`config.mk`:
```
export PLATFORM = sky130hd
export DESIGN_NAME = mux3_sel_sequencer
export DESIGN_NICKNAME = d
export VERILOG_FILES = /design/src/rtl/mux3_sel_sequencer_pkg.sv /design/src/rtl/mux3_sel_sequencer_rr_pick3.sv /design/src/rtl/mux3_sel_sequencer.sv
export SDC_FILE = /design/constraint.sdc
export NUM_CORES = 1
export LEC_CHECK = 0
export BUFFER_PORTS_ARGS = -buffer_cell sky130_fd_sc_hd__buf_2
export CAP_MARGIN = 0
export CORE_AREA = 2 2 50 52
export DETAILED_ROUTE_END_ITERATION = 8
export DIE_AREA = 0 0 52 54
export GPL_ROUTABILITY_DRIVEN = 1
export HOLD_SLACK_MARGIN = 0.03
export PLACE_DENSITY = 0.66
export SYNTH_ARGS = -nofsm -noshare
export SYNTH_HDL_FRONTEND = slang
export SYNTH_HIERARCHICAL = 1
export SYNTH_SLANG_ARGS = --single-unit
```
`constraint.sdc`:
```
create_clock -name clk -period 3 [get_ports clk]
set_input_delay 0.45 -clock clk [delete_from_list [all_inputs] [get_ports clk]]
set_output_delay 0.45 -clock clk [all_outputs]
set_load 0.01 [all_outputs]
```
`src/rtl/mux3_sel_sequencer_pkg.sv`:
```
// Shared select codes, FSM state type and pointer helper for the 3:1 mux sequencer.
package mux3_sel_sequencer_pkg;

  localparam logic [1:0] SEL_IN0     = 2'b00;
  localparam logic [1:0] SEL_IN1     = 2'b01;
  localparam logic [1:0] SEL_IN2     = 2'b10;
  localparam logic [1:0] SEL_ILLEGAL = 2'b11;

  typedef enum logic {
    ST_IDLE  = 1'b0,
    ST_GRANT = 1'b1
  } state_e;

  // Round-robin successor; the unused code 3 folds back to 0.
  function automatic logic [1:0] next_idx(input logic [1:0] idx);
    logic [1:0] nxt;
    case (idx)
      SEL_IN0: nxt = SEL_IN1;
      SEL_IN1: nxt = SEL_IN2;
      default: nxt = SEL_IN0;
    endcase
    return nxt;
  endfunction

endpackage

```
`src/rtl/mux3_sel_sequencer_rr_pick3.sv`:
```
// Combinational round-robin picker over three requesters, starting the search at ptr.
module mux3_sel_sequencer_rr_pick3
  import mux3_sel_sequencer_pkg::*;
(
  input  logic [2:0] req,
  input  logic [1:0] ptr,
  output logic [2:0] win,
  output logic [1:0] idx,
  output logic       any
);

  logic [1:0] w_cand;

  always_comb begin
    win    = 3'b000;
    idx    = SEL_IN0;
    any    = 1'b0;
    w_cand = (ptr == SEL_ILLEGAL) ? SEL_IN0 : ptr;
    for (int k = 0; k < 3; k++) begin
      if (!any && req[w_cand]) begin
        any         = 1'b1;
        idx         = w_cand;
        win[w_cand] = 1'b1;
      end
      w_cand = next_idx(w_cand);
    end
  end

endmodule

```
`src/rtl/mux3_sel_sequencer.sv`:
```
// Round-robin select sequencer for a 3:1 mux: bounded hold per grant, registered outputs,
// select never takes the illegal code.
module mux3_sel_sequencer
  import mux3_sel_sequencer_pkg::*;
#(
  parameter int unsigned HOLD_CYCLES = 4,
  parameter int unsigned CNT_W       = 3
) (
  input  logic             clk,
  input  logic             rst_n,
  input  logic             enable,
  input  logic [2:0]       req,
  output logic [1:0]       sel,
  output logic [2:0]       grant,
  output logic             sel_valid,
  output logic             switch_pulse,
  output logic [CNT_W-1:0] hold_cnt
);

  localparam logic [CNT_W-1:0] HoldMax = CNT_W'(HOLD_CYCLES - 1);

  state_e           r_state, w_state_d;
  logic [1:0]       r_sel, w_sel_d;
  logic [2:0]       r_grant, w_grant_d;
  logic             r_sel_valid, w_sel_valid_d;
  logic             r_switch_pulse, w_switch_pulse_d;
  logic [CNT_W-1:0] r_hold_cnt, w_hold_cnt_d;
  logic [1:0]       r_ptr, w_ptr_d;
  logic [1:0]       r_last_idx, w_last_idx_d;
  logic             r_last_vld, w_last_vld_d;

  logic [2:0] w_arb_req;
  logic [2:0] w_win;
  logic [1:0] w_idx;
  logic       w_any;
  logic       w_take;

  // While granted, r_ptr already points past the holder, so masking it out yields
  // both the drop rearbitration and the next-in-line search on hold expiry.
  assign w_arb_req = (r_state == ST_GRANT) ? (req & ~r_grant) : req;

  mux3_sel_sequencer_rr_pick3 u_rr_pick3 (
    .req (w_arb_req),
    .ptr (r_ptr),
    .win (w_win),
    .idx (w_idx),
    .any (w_any)
  );

  always_comb begin
    w_state_d        = r_state;
    w_sel_d          = r_sel;
    w_grant_d        = r_grant;
    w_switch_pulse_d = 1'b0;
    w_hold_cnt_d     = r_hold_cnt;
    w_ptr_d          = r_ptr;
    w_last_idx_d     = r_last_idx;
    w_last_vld_d     = r_last_vld;
    w_take           = 1'b0;

    if (!enable) begin
      w_state_d    = ST_IDLE;
      w_grant_d    = 3'b000;
      w_hold_cnt_d = '0;
    end else begin
      unique case (r_state)
        ST_IDLE: w_take = w_any;
        ST_GRANT: begin
          if ((req & r_grant) == 3'b000) begin
            if (w_any) begin
              w_take = 1'b1;
            end else begin
              w_state_d    = ST_IDLE;
              w_grant_d    = 3'b000;
              w_hold_cnt_d = '0;
            end
          end else if (r_hold_cnt == HoldMax) begin
            w_hold_cnt_d = '0;
            w_take       = w_any;
          end else begin
            w_hold_cnt_d = r_hold_cnt + CNT_W'(1);
          end
        end
        default: w_state_d = ST_IDLE;
      endcase

      if (w_take) begin
        w_state_d        = ST_GRANT;
        w_sel_d          = w_idx;
        w_grant_d        = w_win;
        w_hold_cnt_d     = '0;
        w_ptr_d          = next_idx(w_idx);
        w_switch_pulse_d = !r_last_vld || (w_idx != r_last_idx);
        w_last_idx_d     = w_idx;
        w_last_vld_d     = 1'b1;
      end
    end

    w_sel_valid_d = (w_grant_d != 3'b000);
  end

  always_ff @(posedge clk or negedge rst_n) begin
    if (!rst_n) begin
      r_state        <= ST_IDLE;
      r_sel          <= SEL_IN0;
      r_grant        <= 3'b000;
      r_sel_valid    <= 1'b0;
      r_switch_pulse <= 1'b0;
      r_hold_cnt     <= '0;
      r_ptr          <= SEL_IN0;
      r_last_idx     <= SEL_IN0;
      r_last_vld     <= 1'b0;
    end else begin
      r_state        <= w_state_d;
      r_sel          <= w_sel_d;
      r_grant        <= w_grant_d;
      r_sel_valid    <= w_sel_valid_d;
      r_switch_pulse <= w_switch_pulse_d;
      r_hold_cnt     <= w_hold_cnt_d;
      r_ptr          <= w_ptr_d;
      r_last_idx     <= w_last_idx_d;
      r_last_vld     <= w_last_vld_d;
    end
  end

  assign sel          = r_sel;
  assign grant        = r_grant;
  assign sel_valid    = r_sel_valid;
  assign switch_pulse = r_switch_pulse;
  assign hold_cnt     = r_hold_cnt;

`ifndef SYNTHESIS
  always_ff @(posedge clk) begin
    if (rst_n) begin
      assert (r_sel != SEL_ILLEGAL)
      else $error("mux3_sel_sequencer: sel drove illegal code 2'b11");
    end
  end
`endif

endmodule

```
# Word level (Yosys, flattened, before mapping)
# Cells that the tools add are included.
# op_classes
n_div	0
n_mul	0
n_reduce_logical	16
muxes	48
n_eq_ne	8
n_lt_le_gt_ge	6
shifts	0
n_addsub	1
bitwise	6
# ops
operator	n
$mux 3	15
$mux 1	19
$pmux 2 s2	3
$lt 2x3->1 const B	3
$mux 2	4
$and 3x3->3	2
$bmux 1 s2	3
$demux 1 s2	3
$eq 2x1->1 const B	3
$ge 2x1->1 const B	3
$logic_not 2->1	3
$or 3x3->3	2
$logic_and 1x1->1	5
$ne 4x3->1 const B	1
$reduce_and 2->1	2
$add 3x1->3 const B	1
$eq 3x2->1 const B	1
$logic_not 1->1	3
$logic_not 3->1	1
$ne 3x1->1 const B	1
$not 3->3	1
$reduce_bool 3->1	1
$eq 2x2->1 const B	1
$ne 2x2->1	1
other kinds (3)	3
# word_totals
out_inout_bits	10
input_bits	6
n_memories	0
latchBits	0
romBits	0
ramBits	0
reg_bits	14
elab_cells	93

# Logic depth before layout (Yosys ltp)
# Gate-level depths: netlist of the first run.
# depth
word_depth	19
ltp_mapped	10
ltp_nobuf	8

# Modules after synthesis
# The synthesis of the first run kept the hierarchy.
# modules_own_cells
module	seq_area_each_um2	area_each_um2	cells_per_inst	instances
mux3_sel_sequencer	350.3	668.1	63	1
mux3_sel_sequencer_rr_pick3	0.0	320.3	42	1

# Worst setup path before layout of the first run
# Ideal clock, no wire load.
# synth_path
kind	input -> register
start	in req[1]
end	reg r_last_idx[0]
path_slack_ns	0.746
arrival_time_ns	2.129
path_buffers	1
setup_ns	0.125
cell_stages	7
path_cell_list	a21boi_0 > mux2i_4 > o21ai_2 > or3_1 > o311ai_2 > buf_6 > mux2_4
# synth_between
elab_chain_cells	16
elab_cells_between_ends	26
cone_classes	mux (18); bitwise (2); reduce/logical (6)
# synth_lines
element	line_no	rtl
start: declaration	mux3_sel_sequencer.sv:12	input logic [2:0] req,
$and 3x3->3	mux3_sel_sequencer.sv:40	assign w_arb_req = (r_state == ST_GRANT) ? (req & ~r_grant) : req;
$mux 3 *	mux3_sel_sequencer.sv:40	
$bmux 1 s2	mux3_sel_sequencer_rr_pick3.sv:20	if (!any && req[w_cand]) begin
$mux 1 (implied by the code)	mux3_sel_sequencer_rr_pick3.sv:20	
$mux 1	mux3_sel_sequencer_rr_pick3.sv:20	
$logic_not 1->1	mux3_sel_sequencer_rr_pick3.sv:20	
$logic_and 1x1->1	mux3_sel_sequencer_rr_pick3.sv:20	
$mux 1	mux3_sel_sequencer_rr_pick3.sv:20	
$logic_not 1->1	mux3_sel_sequencer_rr_pick3.sv:20	
$logic_and 1x1->1	mux3_sel_sequencer_rr_pick3.sv:20	
$mux 1 *	mux3_sel_sequencer_rr_pick3.sv:20	
via w_any	mux3_sel_sequencer.sv:35	logic w_any;
$mux 1, on equally long branches	mux3_sel_sequencer.sv:77, mux3_sel_sequencer.sv:70	
$mux 1	mux3_sel_sequencer.sv:69	if ((req & r_grant) == 3'b000) begin
$pmux 1 s2 *	mux3_sel_sequencer.sv:66	unique case (r_state)
$mux 1 *	mux3_sel_sequencer.sv:61	if (!enable) begin
$reduce_and 2->1 (no source line) *	n/a	
end signal: assignment	mux3_sel_sequencer.sv:121	r_last_idx <= w_last_idx_d;
end: declaration	mux3_sel_sequencer.sv:29	logic [1:0] r_last_idx, w_last_idx_d;
# The timed path passes the listed nets; every way through them passes the cells marked *. The select of a mux whose other input is x is not followed.
# A chain may end at the register's enable or synchronous reset.

# Final worst setup path of the first run
# layout_path
start	reg r_ptr[1]
end	reg r_last_idx[1]
# layout_between
elab_chain_cells	16
elab_cells_between_ends	30
cone_classes	eq/ne (3); mux (20); reduce/logical (7)
# layout_lines
element	line_no	rtl
start: declaration	mux3_sel_sequencer.sv:28	logic [1:0] r_ptr, w_ptr_d;
start signal: assignment	mux3_sel_sequencer.sv:120	r_ptr <= w_ptr_d;
$eq 2x2->1	mux3_sel_sequencer_rr_pick3.sv:18	w_cand = (ptr == SEL_ILLEGAL) ? SEL_IN0 : ptr;
$mux 2 *	mux3_sel_sequencer_rr_pick3.sv:18	
branches (longest 8 deep; another with $eq 2x1->1)	n/a	
$mux 1 *	mux3_sel_sequencer_rr_pick3.sv:20	
via w_any	mux3_sel_sequencer.sv:35	
$mux 1, on equally long branches	mux3_sel_sequencer.sv:77, mux3_sel_sequencer.sv:70	
$mux 1	mux3_sel_sequencer.sv:69	
$pmux 1 s2 *	mux3_sel_sequencer.sv:66	
$mux 1 *	mux3_sel_sequencer.sv:61	
$reduce_and 2->1 (no source line) *	n/a	
# Mark *: on every way through the listed nets, which the timed path passes. The select of a mux whose other input is x is not followed.

==> results by group, run 1 <==
Yosys
  • Average cell area after synthesis: 9.41 um^2
  • Synth Warn #: 6
  • Cell area after technology mapping: 988 um^2
  • Synthesized Nets: 116
  • Cell count after synthesis: 105
  • Top FF cell, synth: sky130_fd_sc_hd__dfrtp_1
  • Number of library cell types mapped by synthesis: 44
  • Yosys reg bits: 14
  • Share of synthesized flip-flops with an asynchronous set or reset: 100%
  • Number of flops mapped to enable cells by yosys: 0
  • Sequential share of the synthesized area: roughly 35%

Clocking
  • Buffer levels on the longest clock path: 2
  • Total CTS buffers: 3
  • Library cell used as clock root buffer: sky130_fd_sc_hd__clkbuf_4
  • Number of instances resized during post-cts repair: 0
  • Clk pin slew, worst setup/hold paths: 0.08 ns
  • Number of hold-repair buffers added at the cts stage: 0
  • Clk sinks: 14
  • Insertion delay to the later sink of the worst-skew pair: 0.29 ns
  • H-tree levels: 1
  • Buffer count from post-CTS setup fixing: 0
  • Clock tree from TritonCTS: built

Placement
  • Placer Congestion: roughly 0.86
  • Count of input and output buffers: 15
  • Dpl hpwl: ~1500 um
  • Placed Cells: 150

Layout
  • Leading cell type in the layout, fill and taps excluded: sky130_fd_sc_hd__buf_2
  • Diodes inserted: 0
  • Final Net Count: 136
  • Most used cells in the layout excluding fill and tap cells: sky130_fd_sc_hd__buf_2, sky130_fd_sc_hd__dfrtp_1, sky130_fd_sc_hd__nand2_1
  • Cell Count, Final, Fillers Out: 154
  • Share of final-layout standard cells stronger than drive strength 1: 25.0%
  • Layout overhead on the synthesized area: 14.8%

STA
  • Final number of hold-violating endpoints: 0
  • Final min period: 2.58 ns
  • Post-route setup TNS: 0 ns
  • Maximum clock frequency: just under 400 MHz
  • Clock skew after layout: 0.00264 ns
  • RSZ-0062 raised after global routing: false
  • Slew at the pin with the worst max-slew slack: 0.724 ns
  • Rel. slew slack: 51.7%
  • Final Setup Violations: 0
  • Final Max Tran Viols: 0
  • Period utilisation layout: 86.0%

Global route
  • Grt total ovfl: 0
  • Largest net degree at the start of global routing: 15
  • Via count of the first global-routing pass: slightly below 800
  • Tot GR Track Use: 15.8%
  • First-pass GRT wire length: 3210 um
  • Antenna violations before repair: 0

Routing
  • Number of search-and-repair iterations in the first detailed-routing pass: 4
  • DRT iter0 DRCs: 17
  • Routed WL per cell: 12.7 um
  • Via count: 877
  • Via density per instance: 5.69
  • Post-route antenna net violation count: 0
  • Total Routed Length: 1960 um
  • DRC Markers: 0

Power
  • Switching share of total power: 44.4%
  • Total leakage power: 0.531 nW
  • Total power per unit cell area: between 1000 and 1500 mW/mm^2
  • Worst ir drop on vdd: 0.459 mV
  • Comb pwr share: between 60% and 70%
  • Net switching power figure: 0.508 mW
  • Internal power component: 0.635 mW
  • Reg power frac: around a quarter
  • Tot Pwr: 1.14 mW
  • Part of the power in the clock network: 12.0%

Floorplan
  • Vert. Die Dim: 54 um
  • Initial Util: between 40% and 50%
  • Die Area: roughly 0.0028 mm^2
  • Floorplan core area: 0.00232 mm^2
  • Std cell rows: 18
  • # IOs: 16
  • Die Span X: 52 um

Critical path
  • R2R Setup Slk: 0.42 ns
  • Category of the most critical setup path: reg -> reg
  • Critical path required time: roughly 3.2 ns
  • Data arrival, critical path: 2.76 ns
  • CP Launch Type: flip-flop
  • Critical path capture point type: flip-flop
  • Highest net fanout along the worst path: 11

Min path
  • Type of the tightest min-delay check: in -> async

Outcome
  • Result of the run: completed

Flow run
  • # Max-Cap Violations: 0
[cell families (layout without fill, tap and decap cells)]
logic type               Yosys count  count (layout)  share of synthesized area [%]
AND/OR/NAND/NOR                   35              35                           18.1
adder cells (fa/ha/maj)            5               5                           6.33
flip-flops                        14              14                           35.4
multiplexers                       7               7                           8.99
AO/OA/AOI/OAI                     31              31                           23.4
XOR/XNOR                           2               2                           1.77
buffers and inverters             11              30                           5.95
[state kept, by name (all words and copies together), names as in the netlist]
register      cells
grant             3
hold_cnt          3
r_last_idx        2
r_ptr             2
r_last_vld        1
r_state           1
sel_valid         1
switch_pulse      1
[per-layer routing]
layer / wire [um] / global-route usage (%) / part of all wire, %
met5: 0 / 0 / 0
met4: 69 / 12.3 / 3.5
met3: 77 / 0.833 / 3.9
met2: 994 / 27.8 / 51
met1: 813 / 18.0 / 42
[power by group through the flow]
stage	sequential [mW]	combinational (mW)	clock (mW)
4_1_cts	0.301	0.702	0.142
3_3_place_gp	0.301	0.692	0
3_5_place_dp	0.304	0.700	0
6_report	0.301	0.705	0.137
5_1_grt	0.312	0.776	0.149
2_1_floorplan	0.311	0.551	0
[critical path, stage by stage (launching register included)]
cell and delay, ns:
sky130_fd_sc_hd__dfrtp_1 0.42, sky130_fd_sc_hd__inv_1 0.09, sky130_fd_sc_hd__ha_1 0.37, sky130_fd_sc_hd__mux2i_4 0.34, sky130_fd_sc_hd__o21ai_2 0.11, sky130_fd_sc_hd__or3_1 0.48
sky130_fd_sc_hd__o311ai_2 0.25, sky130_fd_sc_hd__mux2_2 0.41
[area by class of cell]
type	count	area (um^2)
inverter	7	26.3
tap	30	37.5
fill	224	1180
multi-input combinational	80	579
timing repair buffer	19	105
clock buffer	4	36.3
sequential	14	350
[Yosys cell counts (all sizes together), types with 2 or more instances]
| cell type | instances | area [um^2] |
|---|---|---|
| mux2 | 2 | 26.3 |
| dfrtp | 14 | 350 |
| xnor2 | 2 | 17.5 |
| nand2 | 10 | 37.5 |
| nand3b | 2 | 15.0 |
| buf | 4 | 32.5 |
| nor3 | 2 | 10.0 |
| o31ai | 2 | 15.0 |
| a21boi | 3 | 22.5 |
| inv | 7 | 26.3 |
| a22o | 2 | 17.5 |
| a21oi | 4 | 20.0 |
| ha | 5 | 62.6 |
| o22ai | 2 | 12.5 |
| nor4 | 2 | 12.5 |
| nor2 | 10 | 40.0 |
| o21ai | 6 | 33.8 |
| mux2i | 5 | 62.6 |
| o211ai | 2 | 15.0 |
| nor2b | 3 | 21.3 |
[path summary, 6_finish.rpt]
kind                                 start            end  depth (start not counted)
worst max-delay path              r_ptr[1]  r_last_idx[1]                          7
worst min register to register  r_last_vld   switch_pulse                          1
worst max register to register    r_ptr[1]  r_last_idx[1]                          7
min in group clk                    enable        r_state                          2
max in group asynchronous            rst_n       grant[2]                          1
worst min-delay path                 rst_n       r_ptr[0]                          1
[metrics by stage]
stage	utilization (%)	setup WS, ns	instance area [um^2]	hold slack [ns]
finish	48.9	0.419	1130	0.0389
global route	48.9	0.279	1130	0.0545
CTS	48.9	0.441	1130	0.0442
detailed placement	47.4	0.462	1100	0.360
global placement	47.4	0.535	1100	0.366
floorplan	-	0.746	988	0.154
Power figures use the tool's default switching activity.
==> run 2: changes to the inputs <==
Settings changed: BUFFER_PORTS_ARGS -buffer_cell sky130_fd_sc_hd__buf_2 to -buffer_cell sky130_fd_sc_hd__clkbuf_2, CORE_AREA 2 2 50 52 to 2 2 51 53, CTS_CLUSTER_SIZE set to 14, DIE_AREA 0 0 52 54 to 0 0 53 55, SYNTH_HIERARCHICAL 1 to unset.
==> results by group, run 2 <==
Layout
  • Area used by multi-input combinational logic: 618 um^2
  • Layout overhead on the synthesized area: 12.6%
  • Final-layout fill cell count: about 240
  • Storage element area: 350 um^2
  • Most used cells in the layout excluding fill and tap cells: sky130_fd_sc_hd__clkbuf_2, sky130_fd_sc_hd__dfrtp_1, sky130_fd_sc_hd__nand2_1
  • Diodes inserted: 0
  • Share of final-layout standard cells stronger than drive strength 1: 29.3%
  • Leading cell type in the layout, fill and taps excluded: sky130_fd_sc_hd__clkbuf_2
  • Final Net Count: 135
  • Final core utilization: about half

STA
  • Final Setup Violations: 0
  • Maximum clock frequency: about 380 MHz
  • RSZ-0062 raised after global routing: false
  • Post-route setup TNS: 0 ns
  • Clock skew after layout: 0.00197 ns
  • Period utilisation layout: between 80% and 90%
  • Final min period: 2.64 ns
  • Rel. slew slack: 56.1%
  • Final Max Tran Viols: 0
  • Slew at the pin with the worst max-slew slack: 0.651 ns
  • Final number of hold-violating endpoints: 0

Routing
  • Via count: 841
  • Via density per instance: 5.50
  • DRT iter0 DRCs: 12
  • Total Routed Length: 2170 um
  • DRC Markers: 0
  • Routed WL per cell: roughly 14 um
  • Met1 layer wirelength in the final routing: 1050 um
  • Routed length on met2: around 1100 um
  • Highest metal layer with signal wires: met4
  • Number of search-and-repair iterations in the first detailed-routing pass: 4
  • Routed wl met3: 35 um
  • Post-route antenna net violation count: 0

Critical path
  • R2R Setup Slk: 0.36 ns
  • Critical path capture point type: flip-flop
  • Highest net fanout along the worst path: 12
  • Largest stage delay, worst path: 0.50 ns
  • Data arrival, critical path: 2.79 ns
  • Category of the most critical setup path: reg -> reg
  • Critical path required time: 3.15 ns
  • CP Launch Type: flip-flop
  • Critical Path Slowest Stage Cell: sky130_fd_sc_hd__ha_1
  • Critical path cell sequence: inv_1 -> ha_1 -> nand2_1 -> nor3_1 -> a221oi_4 -> nand3b_1 -> and3_4 -> a21o_2 -> or3_1

Clocking
  • Library cell used as clock root buffer: sky130_fd_sc_hd__clkbuf_4
  • Insertion delay to the later sink of the worst-skew pair: 0.27 ns
  • Total CTS buffers: 3
  • Buffer count from post-CTS setup fixing: 0
  • Clk sinks: 14
  • Clk pin slew, worst setup/hold paths: 0.08 ns
  • H-tree levels: 1
  • Number of hold-repair buffers added at the cts stage: 0
  • Clock tree from TritonCTS: built
  • Number of instances resized during post-cts repair: 0
  • Buffer levels on the longest clock path: 2

Power
  • Net switching power figure: 0.484 mW
  • Part of the power in the clock network: between 10% and 20%
  • Internal power component: between 0.5 and 0.6 mW
  • Switching share of total power: between 40 and 50%
  • Reg power frac: 28.8%
  • Worst ir drop on vdd: roughly 0.51 mV
  • Total power per unit cell area: 940 mW/mm^2
  • Comb pwr share: between 50% and 60%
  • Total leakage power: 0.563 nW

Flow run
  • # Max-Cap Violations: 0

Floorplan
  • Floorplan core area: 0.00236 mm^2
  • Die Area: ~0.0029 mm^2
  • Std cell rows: 18
  • Die Span X: 53 um
  • # IOs: 16
  • Initial Util: between 40% and 50%
  • Vert. Die Dim: around 55 um

Yosys
  • Share of synthesized flip-flops with an asynchronous set or reset: 100%
  • Top FF cell, synth: sky130_fd_sc_hd__dfrtp_1
  • Largest cells by area after synthesis: sky130_fd_sc_hd__dfrtp_1, sky130_fd_sc_hd__ha_1, sky130_fd_sc_hd__a21oi_1
  • Cell count after synthesis: about 110
  • Synth Warn #: 0
  • Synthesized Nets: 119
  • Sequential share of the synthesized area: approximately a third
  • Leading post-synthesis cells by instance count: sky130_fd_sc_hd__dfrtp_1, sky130_fd_sc_hd__nand2_1, sky130_fd_sc_hd__a21oi_1, sky130_fd_sc_hd__nor2_1, sky130_fd_sc_hd__o21ai_0
  • Post-synth top area cell: sky130_fd_sc_hd__dfrtp_1
  • Most repeated cell in the gate-level netlist after synthesis: sky130_fd_sc_hd__dfrtp_1
  • Average cell area after synthesis: 9.47 um^2
  • Yosys reg bits: 14
  • Number of library cell types mapped by synthesis: 45
  • Number of flops mapped to enable cells by yosys: 0
  • Post-synth top area share: 34.3%
  • Cell area after technology mapping: 0.00102 mm^2

Placement
  • Placer Congestion: 0.824
  • Count of input and output buffers: 15
  • Dpl hpwl: 1660 um

Global route
  • Via count of the first global-routing pass: 889
  • First-pass GRT wire length: 3880 um
  • Grt total ovfl: 0
  • Antenna violations before repair: 0
  • Tot GR Track Use: 17.9%
  • Largest net degree at the start of global routing: 16

Min path
  • Type of the tightest min-delay check: in -> async

Outcome
  • Result of the run: completed
[run 2: cell types whose count changed in the layout (fill, tap and decap cells not counted), moves of 3 or more]
cell / previous run / this run
sky130_fd_sc_hd__a21boi_0: 3 / 0
sky130_fd_sc_hd__buf_2: 15 / 0
sky130_fd_sc_hd__o21ai_0: 4 / 7
sky130_fd_sc_hd__a21bo_2: 0 / 3
sky130_fd_sc_hd__clkbuf_2: 0 / 15
sky130_fd_sc_hd__a21oi_1: 4 / 7
sky130_fd_sc_hd__a21o_1: 0 / 3
[run 2: layout make-up]
class,instances,area share [%]
sequential,14,30.4
inverter,5,1.63
clock buffer,4,3.15
timing repair buffer,17,7.83
tap,30,3.26
multi-input combinational,83,53.7
[run 2: path summary, 6_finish.rpt]
check,depth (start not counted),end,start
setup / recovery,9,sel_valid,r_ptr[0]
hold reg to reg,1,switch_pulse,r_last_vld
min in group clk,2,r_state,enable
hold / removal,1,hold_cnt[2],rst_n
setup reg to reg,9,sel_valid,r_ptr[0]
max in group asynchronous,1,r_ptr[0],rst_n
[run 2: layer usage]
metal  vias up  GRT usage (%)
met3         2           1.08
met4         0           8.12
met1       405           24.7
met5         -              0
li1        424              -
met2        10           29.2
[run 2: worst max-delay path, delay by kind of cell, from the launching register on]
family / cells / cell delay (ns)
adders and majority gates: 1 / 0.50
and+or+nand+nor: 5 / 1.25
DFF: 1 / 0.40
buffers and inverters: 1 / 0.08
AOI/OAI and AO/OA: 2 / 0.30
[run 2: logic make-up after synthesis]
group / count (synthesis) / share of synthesized area (%)
xor gates and xnor gates: 2 / 1.71
and+or+nand+nor: 35 / 19.2
AOI/OAI and AO/OA: 38 / 30.5
buffers and inverters: 11 / 5.26
muxes: 2 / 1.96
DFF: 14 / 34.3
adders and majority gates: 6 / 7.10
[run 2: per-stage QoR]
stage | setup slack [ns] | area (um^2) | power, mW | cells | hold WS (ns)
2_1_floorplan | 0.601 | 1020 | 0.810 | 108 | 0.154
5_1_grt | 0.163 | 1150 | 1.17 | 153 | 0.0789
3_5_place_dp | 0.397 | 1110 | 0.945 | 149 | 0.373
3_3_place_gp | 0.473 | 1110 | 0.926 | 149 | 0.361
4_1_cts | 0.365 | 1150 | 1.09 | 153 | 0.0668
6_report | 0.357 | 1150 | 1.08 | 153 | 0.0623
[run 2: power groups by stage]
stage / logic, mW / clock network, mW / registers [mW]
after floorplan: 0.499 / 0 / 0.312
after global placement: 0.613 / 0 / 0.312
after detailed placement: 0.630 / 0 / 0.315
after CTS: 0.638 / 0.137 / 0.312
after global routing: 0.714 / 0.142 / 0.319
final: 0.640 / 0.131 / 0.312
==> run 3: changes to the inputs <==
Settings changed: CELL_PAD_IN_SITES_DETAIL_PLACEMENT set to 0, CELL_PAD_IN_SITES_GLOBAL_PLACEMENT set to 1, CORE_AREA 2 2 51 53 to 2 2 53 55, DIE_AREA 0 0 53 55 to 0 0 55 57, PLACE_DENSITY 0.66 to 0.76.
==> results by group, run 3 (synthesized netlist as in run 2, its figures left out) <==
Clocking
  • Total CTS buffers: 3
  • Number of instances resized during post-cts repair: 0
  • Number of hold-repair buffers added at the cts stage: 0
  • Buffer levels on the longest clock path: 2
  • Insertion delay to the later sink of the worst-skew pair: 0.27 ns
  • Clock tree from TritonCTS: built
  • Clk sinks: 14
  • Library cell used as clock root buffer: sky130_fd_sc_hd__clkbuf_4
  • Buffer count from post-CTS setup fixing: 0
  • H-tree levels: 1
  • Clk pin slew, worst setup/hold paths: 0.08 ns

STA
  • Period utilisation layout: 88.6%
  • Final Max Tran Viols: 0
  • Clock skew after layout: between 0.002 and 0.0025 ns
  • Post-route setup TNS: 0 ns
  • Slew at the pin with the worst max-slew slack: 0.615 ns
  • Rel. slew slack: 58.5%
  • Final min period: 2.66 ns
  • RSZ-0062 raised after global routing: false
  • Final number of hold-violating endpoints: 0
  • Maximum clock frequency: 376 MHz
  • Final Setup Violations: 0

Min path
  • Type of the tightest min-delay check: in -> async

Layout
  • Diodes inserted: 0
  • Area used by multi-input combinational logic: 618 um^2
  • Most used cells in the layout excluding fill and tap cells: sky130_fd_sc_hd__clkbuf_2, sky130_fd_sc_hd__dfrtp_1, sky130_fd_sc_hd__nand2_1
  • Share of final-layout standard cells stronger than drive strength 1: about 29%
  • Final-layout fill cell count: 280
  • Final Net Count: 135
  • Layout overhead on the synthesized area: 12.7%
  • Final core utilization: 44.1%
  • Leading cell type in the layout, fill and taps excluded: sky130_fd_sc_hd__clkbuf_2
  • Storage element area: 350 um^2

Global route
  • Via count of the first global-routing pass: between 700 and 800
  • First-pass GRT wire length: between 3000 and 4000 um
  • Grt total ovfl: 0
  • Tot GR Track Use: 14.1%
  • Largest net degree at the start of global routing: 16
  • Antenna violations before repair: 0

Routing
  • DRT iter0 DRCs: 26
  • Number of search-and-repair iterations in the first detailed-routing pass: 5
  • Via density per instance: 5.49
  • Via count: 845
  • Post-route antenna net violation count: 0
  • Total Routed Length: 2040 um
  • DRC Markers: 0
  • Routed WL per cell: 13.2 um

Floorplan
  • Floorplan core area: 0.00262 mm^2
  • # IOs: 16
  • Std cell rows: 19
  • Vert. Die Dim: 57 um
  • Die Span X: 55 um
  • Initial Util: 39.1%
  • Die Area: 0.00314 mm^2

Critical path
  • CP Launch Type: flip-flop
  • Category of the most critical setup path: reg -> reg
  • Data arrival, critical path: 2.81 ns
  • Critical path required time: 3.15 ns
  • Critical path capture point type: flip-flop
  • Highest net fanout along the worst path: 12

Flow run
  • # Max-Cap Violations: 0

Placement
  • Placer Congestion: 0.772
  • Dpl hpwl: around 1600 um
  • Count of input and output buffers: 15

Outcome
  • Result of the run: completed

Power
  • Worst ir drop on vdd: a little under 0.5 mV
  • Total power per unit cell area: 929 mW/mm^2
  • Total leakage power: 0.563 nW
-- run 3: cell counts in the layout (fill, tap and decap cells not counted) --
Identical to the previous run, type by type.
-- run 3: stage by stage --
stage / worst slack [ns] / instance area (um^2) / std cells / power, mW / hold WS (ns)
global placement: 0.465 / 1120 / 150 / 0.933 / 0.363
detailed placement: 0.373 / 1120 / 150 / 0.941 / 0.365
finish: 0.342 / 1150 / 154 / 1.07 / 0.0640
global route: 0.247 / 1150 / 154 / 1.16 / 0.0656
floorplan: 0.601 / 1020 / 108 / 0.810 / 0.154
CTS: 0.356 / 1150 / 154 / 1.08 / 0.0593
-- run 3: worst paths after layout --
check	slack (ns)	startpoint	cells past startpoint	to
min in group clk	0.47	enable	2	r_state
worst min register to register	0.47	r_last_vld	1	switch_pulse
worst max-delay path	0.34	r_ptr[0]	9	sel_valid
worst max register to register	0.34	r_ptr[0]	9	sel_valid
max in group asynchronous	2.69	rst_n	1	sel_valid
worst min-delay path	0.06	rst_n	1	grant[2]
-- run 3: layout make-up --
type                            instances  share of cell area, %
Multi-Input combinational cell         83                   53.6
Sequential cell                        14                   30.4
Timing Repair Buffer                   17                   7.82
Tap cell                               31                   3.37
Clock buffer                            4                   3.15
Inverter                                5                   1.63
-- run 3: routing by layer --
metal  global-route usage [%]  wire length, um  up-vias
met2                     19.9              955       11
met4                     4.18                0        0
met1                     21.6             1020      411
met3                     3.14               65        0
met5                        0                0        -
li1                         -                -      423
-- run 3: critical path, cell delays in order (launching register included) --
cell	delay, ns
sky130_fd_sc_hd__dfrtp_1	0.40
sky130_fd_sc_hd__inv_1	0.08
sky130_fd_sc_hd__ha_1	0.50
sky130_fd_sc_hd__nand2_1	0.17
sky130_fd_sc_hd__nor3_1	0.32
sky130_fd_sc_hd__a221oi_4	0.09
sky130_fd_sc_hd__nand3b_1	0.22
sky130_fd_sc_hd__and3_4	0.21
sky130_fd_sc_hd__a21o_2	0.21
sky130_fd_sc_hd__or3_1	0.35
-- run 3: where the power goes --
group          switching [mW]  internal [mW]  total (mW)
sequential             0.0668          0.246       0.312
clock                  0.0562         0.0737       0.130
combinational           0.350          0.278       0.628
total                   0.473          0.597        1.07
